File: config.mk
export PLATFORM = sky130hd
export DESIGN_NAME = multicycle_adder
export DESIGN_NICKNAME = d
export VERILOG_FILES = /design/src/rtl/multicycle_adder_pkg.sv /design/src/rtl/rca_4bit.sv /design/src/rtl/multicycle_adder.sv
export SDC_FILE = /design/constraint.sdc
export NUM_CORES = 1
export LEC_CHECK = 0
export CAP_MARGIN = 10
export CORE_UTILIZATION = 38
export DETAILED_ROUTE_END_ITERATION = 7
export PLACE_DENSITY_LB_ADDON = 0.15
export SLEW_MARGIN = 0
export SYNTH_ARGS = -nofsm -noshare
export SYNTH_HDL_FRONTEND = slang
export SYNTH_SLANG_ARGS = --single-unit
File: constraint.sdc
create_clock -name clk -period 3.5 [get_ports clk]
set_input_delay 0.7 -clock clk [delete_from_list [all_inputs] [get_ports clk]]
set_output_delay 0.7 -clock clk [all_outputs]
set_load 0.01 [all_outputs]
File: src/rtl/multicycle_adder_pkg.sv
// Shared definitions for the slice-serial adder: FSM state encoding and slice width.
package multicycle_adder_pkg;

  localparam int SLICE_W = 4;

  typedef enum logic [1:0] {
    IDLE = 2'd0,
    ADD  = 2'd1,
    DONE = 2'd2
  } state_e;

endpackage : multicycle_adder_pkg

File: src/rtl/rca_4bit.sv
// 4-bit ripple-carry adder slice, reused one slice at a time by multicycle_adder.
module rca_4bit
  import multicycle_adder_pkg::*;
(
  input  logic [SLICE_W-1:0] a_i,
  input  logic [SLICE_W-1:0] b_i,
  input  logic               cin_i,
  output logic [SLICE_W-1:0] sum_o,
  output logic               cout_o
);

  logic [SLICE_W-1:0] s;
  logic               c;

  // Bit-serial ripple through the four full adders.
  always_comb begin
    c = cin_i;
    s = '0;
    for (int i = 0; i < SLICE_W; i++) begin
      s[i] = a_i[i] ^ b_i[i] ^ c;
      c    = (a_i[i] & b_i[i]) | (c & (a_i[i] ^ b_i[i]));
    end
  end

  assign sum_o  = s;
  assign cout_o = c;

endmodule : rca_4bit

File: src/rtl/multicycle_adder.sv
// Wide adder that reuses one rca_4bit over WIDTH/4 cycles with a registered inter-slice carry.
// Optional signed-overflow flag is enabled by defining MULTICYCLE_ADDER_OVF_EN.
module multicycle_adder
  import multicycle_adder_pkg::*;
#(
  parameter int WIDTH = 16
) (
  input  logic             clk,
  input  logic             rst,
  input  logic             in_valid,
  output logic             in_ready,
  input  logic [WIDTH-1:0] in1,
  input  logic [WIDTH-1:0] in2,
  input  logic             cin,
  output logic             out_valid,
  input  logic             out_ready,
  output logic [WIDTH-1:0] sum,
  output logic             cout,
  output logic             ovf
);

  localparam int NSLICE = WIDTH / SLICE_W;
  localparam int IDX_W  = (NSLICE > 1) ? $clog2(NSLICE) : 1;
  localparam logic [IDX_W-1:0] LAST_IDX = IDX_W'(NSLICE - 1);

  if ((WIDTH % SLICE_W) != 0 || WIDTH < SLICE_W) begin : g_width_check
    $error("multicycle_adder: WIDTH must be a positive multiple of 4");
  end

  state_e             state_q;
  logic [IDX_W-1:0]   idx_q;
  logic               carry_q;
  logic [WIDTH-1:0]   a_q;
  logic [WIDTH-1:0]   b_q;
  logic [WIDTH-1:0]   sum_q;
  logic               cout_q;
  logic               out_valid_q;
  logic               in_ready_q;
  logic [SLICE_W-1:0] slice_a;
  logic [SLICE_W-1:0] slice_b;
  logic [SLICE_W-1:0] slice_sum;
  logic               slice_cout;

  assign slice_a = a_q[int'(idx_q)*SLICE_W +: SLICE_W];
  assign slice_b = b_q[int'(idx_q)*SLICE_W +: SLICE_W];

  rca_4bit u_rca (
    .a_i    (slice_a),
    .b_i    (slice_b),
    .cin_i  (carry_q),
    .sum_o  (slice_sum),
    .cout_o (slice_cout)
  );

`ifdef MULTICYCLE_ADDER_OVF_EN
  logic ovf_q;
  assign ovf = ovf_q;
`else
  assign ovf = 1'b0;
`endif

  // Handshake FSM plus slice datapath; rst overrides every handshake on the same edge.
  always_ff @(posedge clk) begin
    if (rst) begin
      state_q     <= IDLE;
      idx_q       <= '0;
      carry_q     <= 1'b0;
      a_q         <= '0;
      b_q         <= '0;
      sum_q       <= '0;
      cout_q      <= 1'b0;
      out_valid_q <= 1'b0;
      in_ready_q  <= 1'b1;
`ifdef MULTICYCLE_ADDER_OVF_EN
      ovf_q       <= 1'b0;
`endif
    end else begin
      case (state_q)
        IDLE: begin
          if (in_valid) begin
            a_q        <= in1;
            b_q        <= in2;
            carry_q    <= cin;
            idx_q      <= '0;
            in_ready_q <= 1'b0;
            state_q    <= ADD;
          end else begin
            in_ready_q <= 1'b1;
          end
        end
        ADD: begin
          sum_q[int'(idx_q)*SLICE_W +: SLICE_W] <= slice_sum;
          carry_q <= slice_cout;
          if (idx_q == LAST_IDX) begin
            cout_q      <= slice_cout;
            out_valid_q <= 1'b1;
            idx_q       <= '0;
            state_q     <= DONE;
`ifdef MULTICYCLE_ADDER_OVF_EN
            // Final slice's bit 3 is the result MSB; compare against latched operand signs.
            ovf_q <= (a_q[WIDTH-1] == b_q[WIDTH-1]) && (slice_sum[SLICE_W-1] != a_q[WIDTH-1]);
`endif
          end else begin
            idx_q <= idx_q + IDX_W'(1);
          end
        end
        DONE: begin
          if (out_ready) begin
            out_valid_q <= 1'b0;
            in_ready_q  <= 1'b1;
            state_q     <= IDLE;
          end else begin
            out_valid_q <= 1'b1;
          end
        end
        default: begin
          state_q     <= IDLE;
          idx_q       <= '0;
          out_valid_q <= 1'b0;
          in_ready_q  <= 1'b1;
        end
      endcase
    end
  end

  assign in_ready  = in_ready_q;
  assign out_valid = out_valid_q;
  assign sum       = sum_q;
  assign cout      = cout_q;

endmodule : multicycle_adder

==> summary.md, run 1 <==
| Metric | Value |
|---|---|
| Pre-CTS WS | `461.6 ps` |
| Fraction of layout instances using a drive strength above 1 | `0.06647` |
| Initial antenna violation count | `0` |
| Die ar. | `0.007099 mm²` |
| RSZ-0062 raised after global routing | `false` |
| Final clock period utilization by the worst path | `0.8639` |
| Critical Path Start Type | `register` |
| Htree depth | `2` |
| Clk buf depth | `2` |
| Delay-heaviest family, CP | `adder cells` |
| Routed wire length | `5328 µm` |
| CTS tree | `yes` |
| Setup bufs post-CTS | `0` |
| Die height | `84.26 µm` |
| Slew margin rel. | `0.3265` |
| Crit path buf inv count | `4` |
| Largest vdd supply drop | `0.0002408 V` |
| Worst-path clk slew | `100 ps` |
| IO buf count | `55` |
| Clock sink total | `56` |
| Ranking of synthesized cells by area | `dfxtp_1, nand2_1, a21oi_1, mux4_2, ha_1` |
| Final-report hold violation count | `0` |
| R2R depth | `12` |
| Wire per inst | `12.60 µm` |
| Leakage | `1.220 nW` |
| Vias | `2127` |
| Pin count of the biggest net entering global routing | `57` |
| Synthesized net count | `348` |
| 1st-iter DRT viols | `91` |
| Slowest CP cell | `mux4_1` |
| Status | `finished, violations left` |
| Worst-Skew Late Latency | `310 ps` |
| DR vias/cell | `5.028` |
| Final Max Tran Viols | `0` |
| Setup violators final | `0` |
| Tmin final | `3024 ps` |
| Async S/R FF share, synth | `0` |
| WS Path Type | `register to register` |
| Power, Total | `0.001469 W` |
| Post-Route Setup TNS | `0 ps` |
| Crit path depth | `12` |
| Worst-margin pin slew | `1010 ps` |
| Cts repair resizes | `0` |
| Io pins | `57` |
| Root buffer cell | `clkbuf_8` |
| Max Fclk | `0.3307 GHz` |
| Gr usage total | `0.1617` |
| Post-synth EDFFs | `0` |
| Hold Crit Depth | `2` |
| Die W | `84.26 µm` |
| Most frequent cells in the layout | `nand2_1, dfxtp_1, clkdlybuf4s50_1, a21oi_1, inv_1` |
| HPWL after DPL | `3918 µm` |
| Hold-fix buffers at CTS | `0` |
| Syn avg cell area | `8.628 µm²` |
| Synth Warn # | `0` |
| Cell Area, Synth | `0.002571 mm²` |
| Most common cell after layout, fill and taps aside | `nand2_1` |
| Fin Clk Skew | `7.513 ps` |
| Max Cap Viol | `0` |
| # fillers | `622` |
| RD Place Congestion | `0.7679` |
| Yosys cell types | `37` |
| Hold WS | `452.4 ps` |
| Critical Path AT | `3190 ps` |
| DRC errors left | `4` |
| Hold Path Class | `register to register` |
| Yosys top cell area share | `0.4360` |
| Vias in the first global route | `2042` |
| Synth area leader | `dfxtp_1` |
| Total global routing overflow | `0` |
| Total CTS buffers | `5` |
| Ant diodes | `0` |
| Critical-path cell list | `mux4_1, inv_1, fa_1, inv_1, fa_1, inv_1, fa_1, inv_1, fa_1, nand3_1, a2bb2oi_1, nor2_1` |
| FP Rows | `29` |
| Final nets | `395` |
| Placed instance area | `0.003154 mm²` |
| Setup slack, reg-to-reg | `480 ps` |
| TritonRoute pass-1 iters | `6` |
| Cell count after synthesis | `298` |
| First-pass GRT wire length | `9315 µm` |
| Final setup margin | `476.3 ps` |
| Antenna Nets Post-Route | `0` |
| Layout area overhead | `28.86%` |
| Yosys reg bits | `56` |
| Sequential cell area fraction in the yosys report | `0.4360` |
| Core Box Area | `0.006422 mm²` |
| Main synth FF type | `dfxtp_1` |
| Power per cell area | `443.3 mW/mm²` |
| Crit-path max FO | `7` |
| Failing checks | `design-rule violations` |
| Critical Path RT | `3670 ps` |
| Largest stage delay on the critical path | `610 ps` |
| Design Area, Final | `0.003313 mm²` |
| Crit end category | `register` |
| Initial Util | `0.4004` |
power by group:
part | leakage, nW | total (W) | switching, W | internal [W]
clock network | 0.0784 | 0.000562 | 0.000205 | 0.000357
logic | 0.684 | 0.000218 | 0.000111 | 0.000107
registers | 0.457 | 0.000689 | 0.0000193 | 0.000670
final cells by class:
class | instances | area [µm²] | share of cell area
multi-input cells | 208 | 1301 | 0.3927
well taps | 77 | 96.34 | 0.02908
inverters | 14 | 52.55 | 0.01586
repair buffers | 60 | 583.1 | 0.1760
clock inverters | 3 | 90.09 | 0.02719
clock buffers | 5 | 68.82 | 0.02077
flip-flops and latches | 56 | 1121 | 0.3384
synth_stat cells, types with 3 or more instances:
master and number:
ha_1 9, inv_1 14, nand2b_1 5, buf_2 8, nand2_1 82, fa_1 4, nand3_1 3, nor2_1 6
nor2b_1 4, a21oi_1 47, dfxtp_1 56, clkbuf_1 10, a32oi_1 4, or3_1 8, mux4_2 6, nor3_1 3
o21ai_0 3
state kept, by name, indices dropped and copies added (netlist names):
| register | flops |
|---|---|
| cout | 1 |
| state_q | 2 |
| idx_q | 2 |
| out_valid | 1 |
| sum | 16 |
| in_ready | 1 |
| b_q | 16 |
| a_q | 16 |
| carry_q | 1 |
cell families after synthesis:
kind of cell	count (synthesis)	synth area share
AND/OR/NAND/NOR	124	0.2200
AO/OA/AOI/OAI	62	0.1367
flip-flops	56	0.4360
buffers and inverters	34	0.05791
adder cells (fa/ha/maj)	13	0.07494
multiplexers	8	0.07299
other	1	0.001458
stage by stage:
step,utilization,instances
4_1_cts,0.5159,423
5_1_grt,0.5159,423
3_3_place_gp,0.4911,415
2_1_floorplan,-,298
6_report,0.5159,423
3_5_place_dp,0.4911,415
worst min-delay path, delay by kind of cell, from the launching register on:
| family | cells | cell delay [ps] |
|---|---|---|
| simple gates | 1 | 50 |
| compound gates | 1 | 50 |
| flops | 1 | 320 |
routing by layer:
layer | track usage | routed length, µm | part of all wire
met5 | 0 | 0 | 0
met3 | 0.02950 | 183 | 0.034
met4 | 0.04702 | 48 | 0.0090
met2 | 0.2601 | 2410 | 0.45
met1 | 0.2228 | 2686 | 0.50
path summary, 6_finish.rpt:
check | start | to
setup reg to reg | idx_q[0] | sum[3]
hold / removal | sum[4] | sum[4]
hold reg to reg | sum[4] | sum[4]
setup / recovery | idx_q[0] | sum[3]
(Power assumes the default switching activity.)
==> run 2: changes to the inputs <==
- ABC_CLOCK_PERIOD_IN_PS: default -> 3500
- CORE_UTILIZATION: 38 -> 25
==> summary.md, run 2 (synthesis results as in run 1) <==
| Metric | Value |
|---|---|
| Largest vdd supply drop | `0.0001548 V` |
| Routed wire length | `6043 µm` |
| RSZ-0062 raised after global routing | `false` |
| Total CTS buffers | `5` |
| R2R depth | `13` |
| FF-to-FF End | `sum[3]` |
| CP Launch Point | `idx_q[0]` |
| Layer with the highest usage | `met2` |
| Clock sink total | `56` |
| Leakage | `1.181 nW` |
| DRC errors left | `0` |
| # fillers | `1061` |
| IO buf count | `55` |
| Slew margin rel. | `0.3226` |
| Clk buf depth | `2` |
| Setup bufs post-CTS | `0` |
| Total global routing overflow | `0` |
| First-pass GRT wire length | `9936 µm` |
| Vias in the first global route | `1989` |
| 1st-iter DRT viols | `87` |
| M2 GR Usage | `0.1910` |
| Max Fclk | `0.3449 GHz` |
| Worst-margin pin slew | `1016 ps` |
| Most common cell after layout, fill and taps aside | `nand2_1` |
| Worst-Skew Late Latency | `310 ps` |
| Initial Util | `0.2607` |
| Setup slack, reg-to-reg | `600 ps` |
| Fin Clk Skew | `4.113 ps` |
| Htree depth | `2` |
| Hold Crit Depth | `2` |
| Slowest CP cell | `fa_1` |
| Max Cap Viol | `0` |
| Pin count of the biggest net entering global routing | `57` |
| FP Rows | `36` |
| WS Path Type | `register to register` |
| Final Max Tran Viols | `0` |
| Hold Startpoint | `sum[0]` |
| Most frequent cells in the layout | `nand2_1, dfxtp_1, clkdlybuf4s50_1, a21oi_1, inv_1` |
| Grt met1 use | `0.1640` |
| Met3 usage | `0.02755` |
| Wire per inst | `12.64 µm` |
| Critical-path cell list | `buf_4, mux4_2, inv_1, fa_1, inv_1, fa_1, inv_1, fa_1, inv_1, fa_1, nand3_1, a2bb2oi_1, nor2_1` |
| Antenna Nets Post-Route | `0` |
| Fraction of layout instances using a drive strength above 1 | `0.06087` |
| Vias | `2129` |
| Io pins | `57` |
| Die height | `103.4 µm` |
| Hold-fix buffers at CTS | `0` |
| Status | `finished clean` |
| Power, Total | `0.001279 W` |
| Worst-path clk slew | `100 ps` |
| Core Box Area | `0.009864 mm²` |
| Final-report hold violation count | `0` |
| RR Startpoint | `idx_q[0]` |
| Crit-path max FO | `18` |
| DR vias/cell | `4.454` |
| Final clock period utilization by the worst path | `0.8284` |
| Critical Path Start Type | `register` |
| Root buffer cell | `clkbuf_8` |
| Die W | `103.4 µm` |
| Ant diodes | `0` |
| Hold EP | `sum[0]` |
| Largest stage delay on the critical path | `480 ps` |
| Initial antenna violation count | `0` |
| Cts repair resizes | `0` |
| Layout area overhead | `28.76%` |
| TritonRoute pass-1 iters | `5` |
| HPWL after DPL | `4479 µm` |
| Final nets | `394` |
| Gr usage total | `0.1211` |
| Critical Path RT | `3660 ps` |
| Critical Path AT | `3060 ps` |
| Die ar. | `0.01069 mm²` |
| Crit end category | `register` |
| Hold Path Class | `register to register` |
| Setup violators final | `0` |
| Post-Route Setup TNS | `0 ps` |
| Power per cell area | `386.4 mW/mm²` |
| RD Place Congestion | `0.7670` |
| Tmin final | `2899 ps` |
| CTS tree | `yes` |
-- run 2: cell types whose count changed in the layout (fill, tap and decap cells not counted), sizes merged --
cell	previous run	this run
buf	6	5
bufinv	3	0
clkbuf	5	7
clkinvlp	0	1
-- run 2: how the worst max path moves through the flow --
stage,end,slack (ps)
5_1_grt,sum[3],370
2_1_floorplan,sum[3],640
3_3_place_gp,sum[3],640
6_report,sum[3],600
3_5_place_dp,sum[3],580
4_1_cts,sum[3],550
-- run 2: area by class of cell --
cell class                      count  area, µm²  area share
Tap cell                          133      166.4     0.05026
Multi-Input combinational cell    208       1301      0.3930
Inverter                           14      52.55     0.01587
Sequential cell                    56       1121      0.3386
Clock inverter                      1      7.507    0.002268
Clock buffer                        7      86.33     0.02608
Timing Repair Buffer               59      575.6      0.1738
-- run 2: metal layers --
layer | vias up | wire length, µm
li1 | 1091 | -
met1 | 996 | 3000
met2 | 38 | 2764
met3 | 4 | 226
met4 | 0 | 52
met5 | - | 0
-- run 2: where the power goes --
group	internal, W	total [W]	switching [W]
sequential	0.000670	0.000688	0.0000181
clock	0.000161	0.000370	0.000208
combinational	0.000107	0.000221	0.000115
-- run 2: worst max-delay path: cells and delay by family (launching register included) --
family | cells | cell delay, ps
buffers and inverters | 5 | 490
AO/OA/AOI/OAI | 1 | 160
adder cells (fa/ha/maj) | 4 | 1360
multiplexers | 1 | 230
AND/OR/NAND/NOR | 2 | 170
flip-flops | 1 | 350
-- run 2: through the flow --
stage | area [µm²] | hold WS [ps] | util | setup WS [ps] | std cells
5_1_grt | 3311 | 483.3 | 0.3356 | 374.3 | 478
6_report | 3311 | 451.8 | 0.3356 | 600.5 | 478
3_3_place_gp | 3217 | 439.9 | 0.3261 | 638.7 | 470
4_1_cts | 3311 | 458.4 | 0.3356 | 550.4 | 478
3_5_place_dp | 3217 | 445.3 | 0.3261 | 577.0 | 470
2_1_floorplan | 2571 | 431.5 | - | 643.6 | 298
==> run 3: changes to the inputs <==
- ABC_CLOCK_PERIOD_IN_PS: 3500 -> 3050
- clock period: 3.5 -> 3.05 ns (I/O delays scaled with it)
==> summary.md, run 3 (synthesis results as in run 1) <==
| Metric | Value |
|---|---|
| Crit-path max FO | `4` |
| Layout area overhead | `30.75%` |
| # fillers | `1045` |
| Pin count of the biggest net entering global routing | `38` |
| Power, Total | `0.001546 W` |
| HPWL after DPL | `4759 µm` |
| Die W | `103.4 µm` |
| Critical Path AT | `2960 ps` |
| Most common cell after layout, fill and taps aside | `nand2_1` |
| RSZ-0062 raised after global routing | `false` |
| Tmin final | `2779 ps` |
| Slew margin rel. | `0.4507` |
| Root buffer cell | `clkbuf_8` |
| Die height | `103.4 µm` |
| Fraction of layout instances using a drive strength above 1 | `0.07450` |
| Setup violators final | `0` |
| Vias in the first global route | `1994` |
| Initial Util | `0.2607` |
| Final setup margin | `271.0 ps` |
| Largest vdd supply drop | `0.0002095 V` |
| Hold-fix buffers at CTS | `0` |
| Final clock period utilization by the worst path | `0.9112` |
| RD Place Congestion | `0.7291` |
| Worst-margin pin slew | `821.9 ps` |
| Ant diodes | `0` |
| Vias | `2153` |
| DRC errors left | `0` |
| Final nets | `398` |
| FP Rows | `36` |
| Io pins | `57` |
| Final Max Tran Viols | `0` |
| IO buf count | `55` |
| Max Cap Viol | `0` |
| WS Path Type | `register to register` |
| Wire per inst | `12.94 µm` |
| Worst-path clk slew | `100 ps` |
| Critical Path Start Type | `register` |
| Max Fclk | `0.3598 GHz` |
| Worst-Skew Late Latency | `310 ps` |
| Leakage | `1.211 nW` |
| Hold Path Class | `register to register` |
| Power per cell area | `459.9 mW/mm²` |
| TritonRoute pass-1 iters | `4` |
| Fin Clk Skew | `8.919 ps` |
| Initial antenna violation count | `0` |
| Routed wire length | `6236 µm` |
| Layout Utilization | `0.3408` |
| Clk buf depth | `2` |
| Antenna Nets Post-Route | `0` |
| First-pass GRT wire length | `9984 µm` |
| CP Launch Point | `idx_q[0]` |
| Design Area, Final | `0.003362 mm²` |
| Die ar. | `0.01069 mm²` |
| Setup bufs post-CTS | `0` |
| DR vias/cell | `4.467` |
| Gr usage total | `0.1227` |
| Crit path to | `sum[3]` |
| Hold Crit Depth | `2` |
| CTS tree | `yes` |
| FF-to-FF End | `sum[3]` |
| Total CTS buffers | `5` |
| Pre-CTS WS | `247.3 ps` |
| RR Startpoint | `idx_q[0]` |
| Setup slack, reg-to-reg | `270 ps` |
| Total global routing overflow | `0` |
| Final-report hold violation count | `0` |
| 1st-iter DRT viols | `74` |
| Critical Path RT | `3230 ps` |
| R2R depth | `12` |
| Post-Route Setup TNS | `0 ps` |
| Most frequent cells in the layout | `nand2_1, dfxtp_1, clkdlybuf4s50_1, a21oi_1, inv_1` |
| Crit end category | `register` |
| Placed instance area | `0.003247 mm²` |
| Status | `finished clean` |
| Clock sink total | `56` |
| Htree depth | `2` |
| Core Box Area | `0.009864 mm²` |
| Cts repair resizes | `0` |
==> run 3: cell count changes in the layout (fill, tap and decap cells not counted) <==
cell / delta
buf_4: +4
bufinv_16: +1
clkbuf_1: -1
clkbuf_8: -1
inv_6: +1
==> run 3: how the worst min path moves through the flow <==
stage,startpoint,endpoint
6_report,sum[12],sum[12]
5_1_grt,sum[7],sum[7]
4_1_cts,sum[12],sum[12]
3_5_place_dp,sum[12],sum[12]
3_3_place_gp,sum[5],sum[5]
2_1_floorplan,b_q[4],b_q[4]
==> run 3: metrics by stage <==
step | cells | hold slack [ps]
2_1_floorplan | 298 | 431.5
3_3_place_gp | 474 | 438.9
3_5_place_dp | 474 | 443.3
4_1_cts | 482 | 457.9
5_1_grt | 482 | 474.4
6_report | 482 | 456.4
==> run 3: final cells by class <==
class / count / area (µm²) / area share
well taps: 133 / 166.4 / 0.04950
repair buffers: 63 / 605.6 / 0.1801
multi-input cells: 208 / 1301 / 0.3870
flip-flops and latches: 56 / 1121 / 0.3335
inverters: 14 / 52.55 / 0.01563
clock inverters: 3 / 46.29 / 0.01377
clock buffers: 5 / 68.82 / 0.02047
==> run 3: report_power, final <==
part,switching [W],internal (W)
clock,0.000249,0.000248
sequential,0.0000226,0.000769
combinational,0.000133,0.000125
==> run 3: routing by layer <==
metal	wire, µm	GRT usage	part of all wire
met4	64	0.03467	0.010
met2	2891	0.1885	0.46
met3	234	0.02957	0.038
met5	0	0	0
met1	3046	0.1709	0.49
==> run 3: worst max-delay path, stage by stage (launching register included) <==
cell       delay [ps]
dfxtp_1           360
mux4_1            540
inv_1              90
fa_1              160
inv_1              50
fa_1              350
inv_1              70
fa_1              150
inv_1              50
fa_1              510
nand3_1           120
a2bb2oi_1         160
nor2_1             50
